--- config.mk ---
export PLATFORM = sky130hd
export DESIGN_NAME = seg7_scan_driver_flat
export DESIGN_NICKNAME = d
export VERILOG_FILES = /design/src/rtl/seg7_scan_driver_if.sv /design/src/rtl/seg7_scan_driver.sv /design/src/flat_wrapper.sv
export SDC_FILE = /design/constraint.sdc
export NUM_CORES = 1
export LEC_CHECK = 0
export BUFFER_PORTS_ARGS = -buffer_cell sky130_fd_sc_hd__buf_2
export CAP_MARGIN = 5
export CORE_MARGIN = 1
export CORE_UTILIZATION = 30
export DETAILED_ROUTE_END_ITERATION = 6
export GPL_ROUTABILITY_DRIVEN = 1
export PLACE_DENSITY = 0.54
export SLEW_MARGIN = 20
export SYNTH_ARGS = -nofsm -noshare
export SYNTH_HDL_FRONTEND = slang
export SYNTH_SLANG_ARGS = --single-unit
--- constraint.sdc ---
create_clock -name CLK -period 5.4 [get_ports CLK]
set_input_delay 0.81 -clock CLK [delete_from_list [all_inputs] [get_ports CLK]]
set_output_delay 0.81 -clock CLK [all_outputs]
set_load 0.01 [all_outputs]
--- src/rtl/seg7_scan_driver_if.sv ---
// Bundle of load/brightness inputs and display outputs for seg7_scan_driver.
// SEG7_BLINK_EN adds BLINK_MASK to the bundle.
interface seg7_scan_driver_if #(
  parameter int NUM_DIGITS = 4
);
  logic [8*NUM_DIGITS-1:0] DATA;
  logic [NUM_DIGITS-1:0]   RAW_MASK;
  logic [NUM_DIGITS-1:0]   DP_MASK;
  logic                    LOAD;
  logic [3:0]              BRIGHT;
  logic                    READY;
  logic                    FRAME_TICK;
  logic [7:0]              SEGMENT;
  logic [NUM_DIGITS-1:0]   DIG;
`ifdef SEG7_BLINK_EN
  logic [NUM_DIGITS-1:0]   BLINK_MASK;

  modport master (
    output DATA, RAW_MASK, DP_MASK, BLINK_MASK, LOAD, BRIGHT,
    input  READY, FRAME_TICK, SEGMENT, DIG
  );
  modport slave (
    input  DATA, RAW_MASK, DP_MASK, BLINK_MASK, LOAD, BRIGHT,
    output READY, FRAME_TICK, SEGMENT, DIG
  );
`else
  modport master (
    output DATA, RAW_MASK, DP_MASK, LOAD, BRIGHT,
    input  READY, FRAME_TICK, SEGMENT, DIG
  );
  modport slave (
    input  DATA, RAW_MASK, DP_MASK, LOAD, BRIGHT,
    output READY, FRAME_TICK, SEGMENT, DIG
  );
`endif
endinterface

--- src/rtl/seg7_scan_driver.sv ---
// Time-multiplexed common-anode 7-segment driver: ASCII decode, double-buffered
// load, anti-ghost blanking, 16-level frame PWM. Optional blinking: SEG7_BLINK_EN.
module seg7_scan_driver #(
  parameter int NUM_DIGITS = 4,
  parameter int SCAN_DIV   = 1024,
  parameter int BLANK_CYC  = 16
`ifdef SEG7_BLINK_EN
  , parameter int BLINK_LOG2 = 6
`endif
) (
  input logic               CLK,
  input logic               RST_N,
  seg7_scan_driver_if.slave bus
);

  localparam int CNT_W = (SCAN_DIV > 1) ? $clog2(SCAN_DIV) : 1;
  localparam int IDX_W = (NUM_DIGITS > 1) ? $clog2(NUM_DIGITS) : 1;
  localparam logic [CNT_W-1:0] CNT_LAST  = CNT_W'(SCAN_DIV - 1);
  localparam logic [CNT_W-1:0] CNT_BLANK = CNT_W'(BLANK_CYC);
  localparam logic [IDX_W-1:0] IDX_LAST  = IDX_W'(NUM_DIGITS - 1);
  localparam logic [8*NUM_DIGITS-1:0] SPACES = {NUM_DIGITS{8'h20}};

  logic [CNT_W-1:0]        cnt_p0;
  logic [IDX_W-1:0]        idx_p0;
  logic [3:0]              phase_p0;
  logic [3:0]              bright_p0;
  logic [8*NUM_DIGITS-1:0] act_data, pend_data, sel_data;
  logic [NUM_DIGITS-1:0]   act_raw, pend_raw, sel_raw;
  logic [NUM_DIGITS-1:0]   act_dp, pend_dp, sel_dp;
  logic                    ready_q;
  logic                    frame_start, frame_last;
  logic                    blink_off, lit;
  logic [3:0]              bright_eff;
  logic [7:0]              cur_byte, pattern;
  logic [7:0]              seg_nxt, seg_p1;
  logic [NUM_DIGITS-1:0]   dig_nxt, dig_p1;

  function automatic logic [7:0] ascii_glyph(input logic [7:0] c);
    logic [7:0] u;
    u = (c >= 8'h61 && c <= 8'h7A) ? c - 8'h20 : c;
    case (u)
      "0": ascii_glyph = 8'h3F;  "1": ascii_glyph = 8'h06;
      "2": ascii_glyph = 8'h5B;  "3": ascii_glyph = 8'h4F;
      "4": ascii_glyph = 8'h66;  "5": ascii_glyph = 8'h6D;
      "6": ascii_glyph = 8'h7D;  "7": ascii_glyph = 8'h07;
      "8": ascii_glyph = 8'h7F;  "9": ascii_glyph = 8'h6F;
      "A": ascii_glyph = 8'h77;  "B": ascii_glyph = 8'h7C;
      "C": ascii_glyph = 8'h39;  "D": ascii_glyph = 8'h5E;
      "E": ascii_glyph = 8'h79;  "F": ascii_glyph = 8'h71;
      "G": ascii_glyph = 8'h3D;  "H": ascii_glyph = 8'h76;
      "I": ascii_glyph = 8'h30;  "J": ascii_glyph = 8'h1E;
      "K": ascii_glyph = 8'h75;  "L": ascii_glyph = 8'h38;
      "M": ascii_glyph = 8'h55;  "N": ascii_glyph = 8'h54;
      "O": ascii_glyph = 8'h5C;  "P": ascii_glyph = 8'h73;
      "Q": ascii_glyph = 8'h67;  "R": ascii_glyph = 8'h50;
      "S": ascii_glyph = 8'h6D;  "T": ascii_glyph = 8'h78;
      "U": ascii_glyph = 8'h3E;  "V": ascii_glyph = 8'h1C;
      "W": ascii_glyph = 8'h6A;  "X": ascii_glyph = 8'h49;
      "Y": ascii_glyph = 8'h6E;  "Z": ascii_glyph = 8'h5B;
      "-": ascii_glyph = 8'h40;  "_": ascii_glyph = 8'h08;
      "=": ascii_glyph = 8'h48;  ".": ascii_glyph = 8'h80;
      default: ascii_glyph = 8'h00;
    endcase
  endfunction

  assign frame_start = (cnt_p0 == '0) && (idx_p0 == '0);
  assign frame_last  = (cnt_p0 == CNT_LAST) && (idx_p0 == IDX_LAST);

  // Stage p0: slot counter, digit index, PWM phase
  always_ff @(posedge CLK or negedge RST_N) begin
    if (!RST_N) begin
      cnt_p0   <= '0;
      idx_p0   <= '0;
      phase_p0 <= '0;
    end else begin
      if (cnt_p0 == CNT_LAST) begin
        cnt_p0 <= '0;
        idx_p0 <= (idx_p0 == IDX_LAST) ? '0 : idx_p0 + 1'b1;
      end else begin
        cnt_p0 <= cnt_p0 + 1'b1;
      end
      if (frame_last) phase_p0 <= phase_p0 + 4'd1;
    end
  end

  // Pending/active double buffer; a load coinciding with frame start stays pending
  always_ff @(posedge CLK or negedge RST_N) begin
    if (!RST_N) begin
      pend_data <= SPACES;
      pend_raw  <= '0;
      pend_dp   <= '0;
      act_data  <= SPACES;
      act_raw   <= '0;
      act_dp    <= '0;
      bright_p0 <= '0;
      ready_q   <= 1'b1;
    end else begin
      if (frame_start) begin
        act_data  <= pend_data;
        act_raw   <= pend_raw;
        act_dp    <= pend_dp;
        bright_p0 <= bus.BRIGHT;
      end
      if (bus.LOAD) begin
        pend_data <= bus.DATA;
        pend_raw  <= bus.RAW_MASK;
        pend_dp   <= bus.DP_MASK;
        ready_q   <= 1'b0;
      end else if (frame_start) begin
        ready_q   <= 1'b1;
      end
    end
  end

`ifdef SEG7_BLINK_EN
  logic [NUM_DIGITS-1:0] act_blink, pend_blink, sel_blink;
  logic [BLINK_LOG2:0]   frame_cnt;

  always_ff @(posedge CLK or negedge RST_N) begin
    if (!RST_N) begin
      pend_blink <= '0;
      act_blink  <= '0;
      frame_cnt  <= '0;
    end else begin
      if (frame_start) act_blink <= pend_blink;
      if (bus.LOAD) pend_blink <= bus.BLINK_MASK;
      if (frame_last) frame_cnt <= frame_cnt + 1'b1;
    end
  end

  assign sel_blink = frame_start ? pend_blink : act_blink;
  assign blink_off = sel_blink[idx_p0] & frame_cnt[BLINK_LOG2];
`else
  assign blink_off = 1'b0;
`endif

  // Frame-start cycle reads the buffer being transferred so digit 0 shows new data at once
  assign sel_data   = frame_start ? pend_data : act_data;
  assign sel_raw    = frame_start ? pend_raw  : act_raw;
  assign sel_dp     = frame_start ? pend_dp   : act_dp;
  assign bright_eff = frame_start ? bus.BRIGHT : bright_p0;
  assign cur_byte   = sel_data[8*int'(idx_p0) +: 8];

  always_comb begin
    pattern = sel_raw[idx_p0] ? cur_byte : ascii_glyph(cur_byte);
    if (sel_dp[idx_p0]) pattern[7] = 1'b1;
    seg_nxt = ~pattern;
    lit = (cnt_p0 >= CNT_BLANK) && ((bright_eff == 4'hF) || (phase_p0 < bright_eff)) && !blink_off;
    dig_nxt = '1;
    if (lit) dig_nxt[idx_p0] = 1'b0;
  end

  // Stage p1: registered pin drive
  always_ff @(posedge CLK or negedge RST_N) begin
    if (!RST_N) begin
      seg_p1 <= 8'hFF;
      dig_p1 <= '1;
    end else begin
      seg_p1 <= seg_nxt;
      dig_p1 <= dig_nxt;
    end
  end

  assign bus.SEGMENT    = seg_p1;
  assign bus.DIG        = dig_p1;
  assign bus.READY      = ready_q;
  assign bus.FRAME_TICK = frame_last;

endmodule

--- src/flat_wrapper.sv ---
// flat-port wrapper written by rule: the top's interface ports become plain ports
module seg7_scan_driver_flat 
#(
  parameter int NUM_DIGITS = 4,
  parameter int SCAN_DIV   = 1024,
  parameter int BLANK_CYC  = 16

)
  (CLK, RST_N, bus_DATA, bus_RAW_MASK, bus_DP_MASK, bus_LOAD, bus_BRIGHT, bus_READY, bus_FRAME_TICK, bus_SEGMENT, bus_DIG);
  seg7_scan_driver_if #(.NUM_DIGITS(NUM_DIGITS)) bus_i ();
  input logic CLK;
  input logic RST_N;
  input wire logic [$bits(bus_i.DATA)-1:0] bus_DATA;
  input wire logic [$bits(bus_i.RAW_MASK)-1:0] bus_RAW_MASK;
  input wire logic [$bits(bus_i.DP_MASK)-1:0] bus_DP_MASK;
  input wire logic [$bits(bus_i.LOAD)-1:0] bus_LOAD;
  input wire logic [$bits(bus_i.BRIGHT)-1:0] bus_BRIGHT;
  output wire logic [$bits(bus_i.READY)-1:0] bus_READY;
  output wire logic [$bits(bus_i.FRAME_TICK)-1:0] bus_FRAME_TICK;
  output wire logic [$bits(bus_i.SEGMENT)-1:0] bus_SEGMENT;
  output wire logic [$bits(bus_i.DIG)-1:0] bus_DIG;
  assign bus_i.DATA = bus_DATA;
  assign bus_i.RAW_MASK = bus_RAW_MASK;
  assign bus_i.DP_MASK = bus_DP_MASK;
  assign bus_i.LOAD = bus_LOAD;
  assign bus_i.BRIGHT = bus_BRIGHT;
  assign bus_READY = bus_i.READY;
  assign bus_FRAME_TICK = bus_i.FRAME_TICK;
  assign bus_SEGMENT = bus_i.SEGMENT;
  assign bus_DIG = bus_i.DIG;
  seg7_scan_driver #(.NUM_DIGITS(NUM_DIGITS), .SCAN_DIV(SCAN_DIV), .BLANK_CYC(BLANK_CYC)) u_core (.CLK(CLK), .RST_N(RST_N), .bus(bus_i));
endmodule
==> results.cfg <==
[logic_synthesis]
syn-instance-count = 573
yosysSeqAreaShare = 0.485
netlist_area_mm2 = 0.00589
syn_avg_cell_area_um2 = 10.3
synthArstFlopShare = 1.00
synth_top_flop_cell = dfrtp_1
ys_types = 60
yosysWarnings = 0
synth_edf_count = 0
ys_ff_latch = 113
syn-num-nets = 639

[cells_and_area]
final_core_util = 0.372
final_cells = 898
final_common_cell = nand2_1
syn2layout_area_growth_pct = 19.8
layout.nets = 691
final_cell_mix = nand2_1, dfrtp_1, buf_2
n_antenna_cell = 0
drive_gt1_frac = 0.290

[placement]
gp_congestion = 0.910
place_ws_ps = 1090
place_inst = 866
numPortBuffers = 60
dp_hpwl_mm = 9.56

[sta]
slew_violations = 0
grt_setup_unrepaired = false
fin_crit_sh = 0.804
relSlewSlack = 0.335
tightest_slew_ps = 994
fin_crit_ps = 4340
timing.fmax_mhz = 230
setup_ws_ps = 1060
fin_skew_ps = 7.56
holdWs_ps = 461
setup_viol = 0
hold_violations = 0
finalSetupTns_ps = 0

[pwr]
pwr-share-clk = 0.506
p_sw_frac = 0.240
p_int_uw = 1730
vdd_drop_max_mv = 0.215
power_frac_seq = 0.412
comb_power_share = 0.082
power.switching_uw = 549
p_leak_uw = 0.00319
power_density_mw_per_mm2 = 324

[setup_path]
worstPathArrival_ps = 4650
crit_top_cell = buf_4
start_kind = register
end_kind = register
cp.buffers_inverters = 3
critical_path_depth = 12
crit_path_max_fanout = 24
r2r_cells = 12
path_class = register to register
slowest_delay_ps = 480
path_cells = inv_1 -> ha_1 -> nor4bb_1 -> buf_4 -> nand3_2 -> buf_4 -> a211o_1 -> o22a_1 -> or2_4 -> or4_1 -> o211a_2 -> a221oi_1
slowest_stage = or4_1
critical_path.top_delay_family = simple AND/OR/NAND/NOR gates
crit_required_ps = 5710

[clocking]
path_clk_slew_ps = 60
clock-sinks = 113
clkLatencyLatePin_ps = 420
ctsHoldBuffers = 0
postCtsSetupBuffers = 0
cts-resized-gates = 0
cts_buffer_depth = 2
cts-htree-levels = 4
cts_made_buffers = 17
cts_tree = done
clock_tree.root_cell = clkbuf_16

[routing]
route.layer.met1.wl_mm = 6.53
vias = 4457
dr.pass1.iters = 5
wirelength_mm = 13.9
drc_errors = 0
drt_iter0_drc = 424
viasPerCell = 4.96
wl_met3_um = 649
met2_length_mm = 6.52
highest_layer = met4
detail-route-antenna-nets = 0
routedWlPerCell_um = 15.5

[global_routing]
antenna_found_initial = 0
track_usage = 0.150
grt_first_pass_wirelength_mm = 23.4
grt_overflow = 0
grt_pass1_vias = 4529
grt_max_degree = 75

[status]
status = finished, final reports clean

[floorplanning]
die-area_mm2 = 0.0202
die_w_um = 142
ios = 61
core_area_mm2 = 0.0190
start_util = 0.311
fp.dieH_um = 142
num_rows = 50

[min_path]
holdPathStages = 2
hold_path_class = register to register

[flow_run]
cap_violations = 0
synth_stat cells (all sizes together), types with 11 or more instances:
| master | n | area share |
|---|---|---|
| a21oi | 11 | 0.0093 |
| buf | 11 | 0.0089 |
| clkbuf | 24 | 0.016 |
| dfrtp | 92 | 0.39 |
| dfstp | 21 | 0.094 |
| ha | 19 | 0.040 |
| inv | 16 | 0.010 |
| mux2 | 50 | 0.096 |
| mux2i | 31 | 0.053 |
| nand2 | 131 | 0.084 |
| nand3 | 15 | 0.013 |
| nor2 | 30 | 0.019 |
| o21ai | 18 | 0.015 |
power by group through the flow:
| stage | combinational [uW] | sequential, uW | clock (uW) |
|---|---|---|---|
| after floorplan | 118 | 944 | 0 |
| after global placement | 186 | 955 | 0 |
| after detailed placement | 188 | 956 | 0 |
| after CTS | 188 | 942 | 1190 |
| after global routing | 209 | 949 | 1230 |
| final | 187 | 941 | 1160 |
flip-flops by register name, indices dropped and copies added, names as in the netlist:
signal	cells
u_core.act_dp	4
u_core.pend_raw	4
u_core.bus.SEGMENT	8
u_core.pend_dp	4
u_core.pend_data	32
u_core.act_data	32
u_core.bright_p0	4
u_core.bus.READY	1
u_core.phase_p0	4
u_core.idx_p0	2
u_core.act_raw	4
u_core.bus.DIG	4
u_core.cnt_p0	10
metrics by stage:
stage | total power (uW) | cell area [um2]
2_1_floorplan | 1060 | 5890
3_3_place_gp | 1140 | 6440
3_5_place_dp | 1140 | 6440
4_1_cts | 2320 | 7060
5_1_grt | 2390 | 7060
6_report | 2280 | 7060
path summary, 6_finish.rpt:
check	from	to	slack, ps
max	u_core.idx_p0[0]	u_core.bus.SEGMENT[5]	1060
max reg2reg	u_core.idx_p0[0]	u_core.bus.SEGMENT[5]	1060
min	u_core.act_data[21]	u_core.act_data[21]	460
min in group asynchronous	RST_N	u_core.pend_data[24]	560
max in group asynchronous	RST_N	u_core.act_data[13]	3770
min reg2reg	u_core.act_data[21]	u_core.act_data[21]	460
layout make-up:
type,count,area (um2)
repair buffers,68,363
well taps,260,325
multi-input cells,409,2840
clock buffers,18,439
flip-flops and latches,113,2850
clock inverters,14,179
fillers,1893,11900
inverters,16,60.1
routing by layer:
metal / global-route usage / vias to the layer above
met3: 0.0394 / 19
met4: 0.0656 / 0
met2: 0.232 / 128
met5: 0 / -
met1: 0.197 / 2198
li1: - / 2112
worst min-delay path, cell delays in order, from the launching register on:
cell and delay [ps]:
dfstp_2 370, nand2_1 50, nand2_1 40
cell families after synthesis:
group	share of synthesized area
buf+inv	0.0346
xor+xnor	0.0164
simple gates	0.158
mux	0.164
compound gates	0.102
flops	0.485
fa+ha+maj	0.0404
Note: power is estimated with default switching activity, not from simulation.
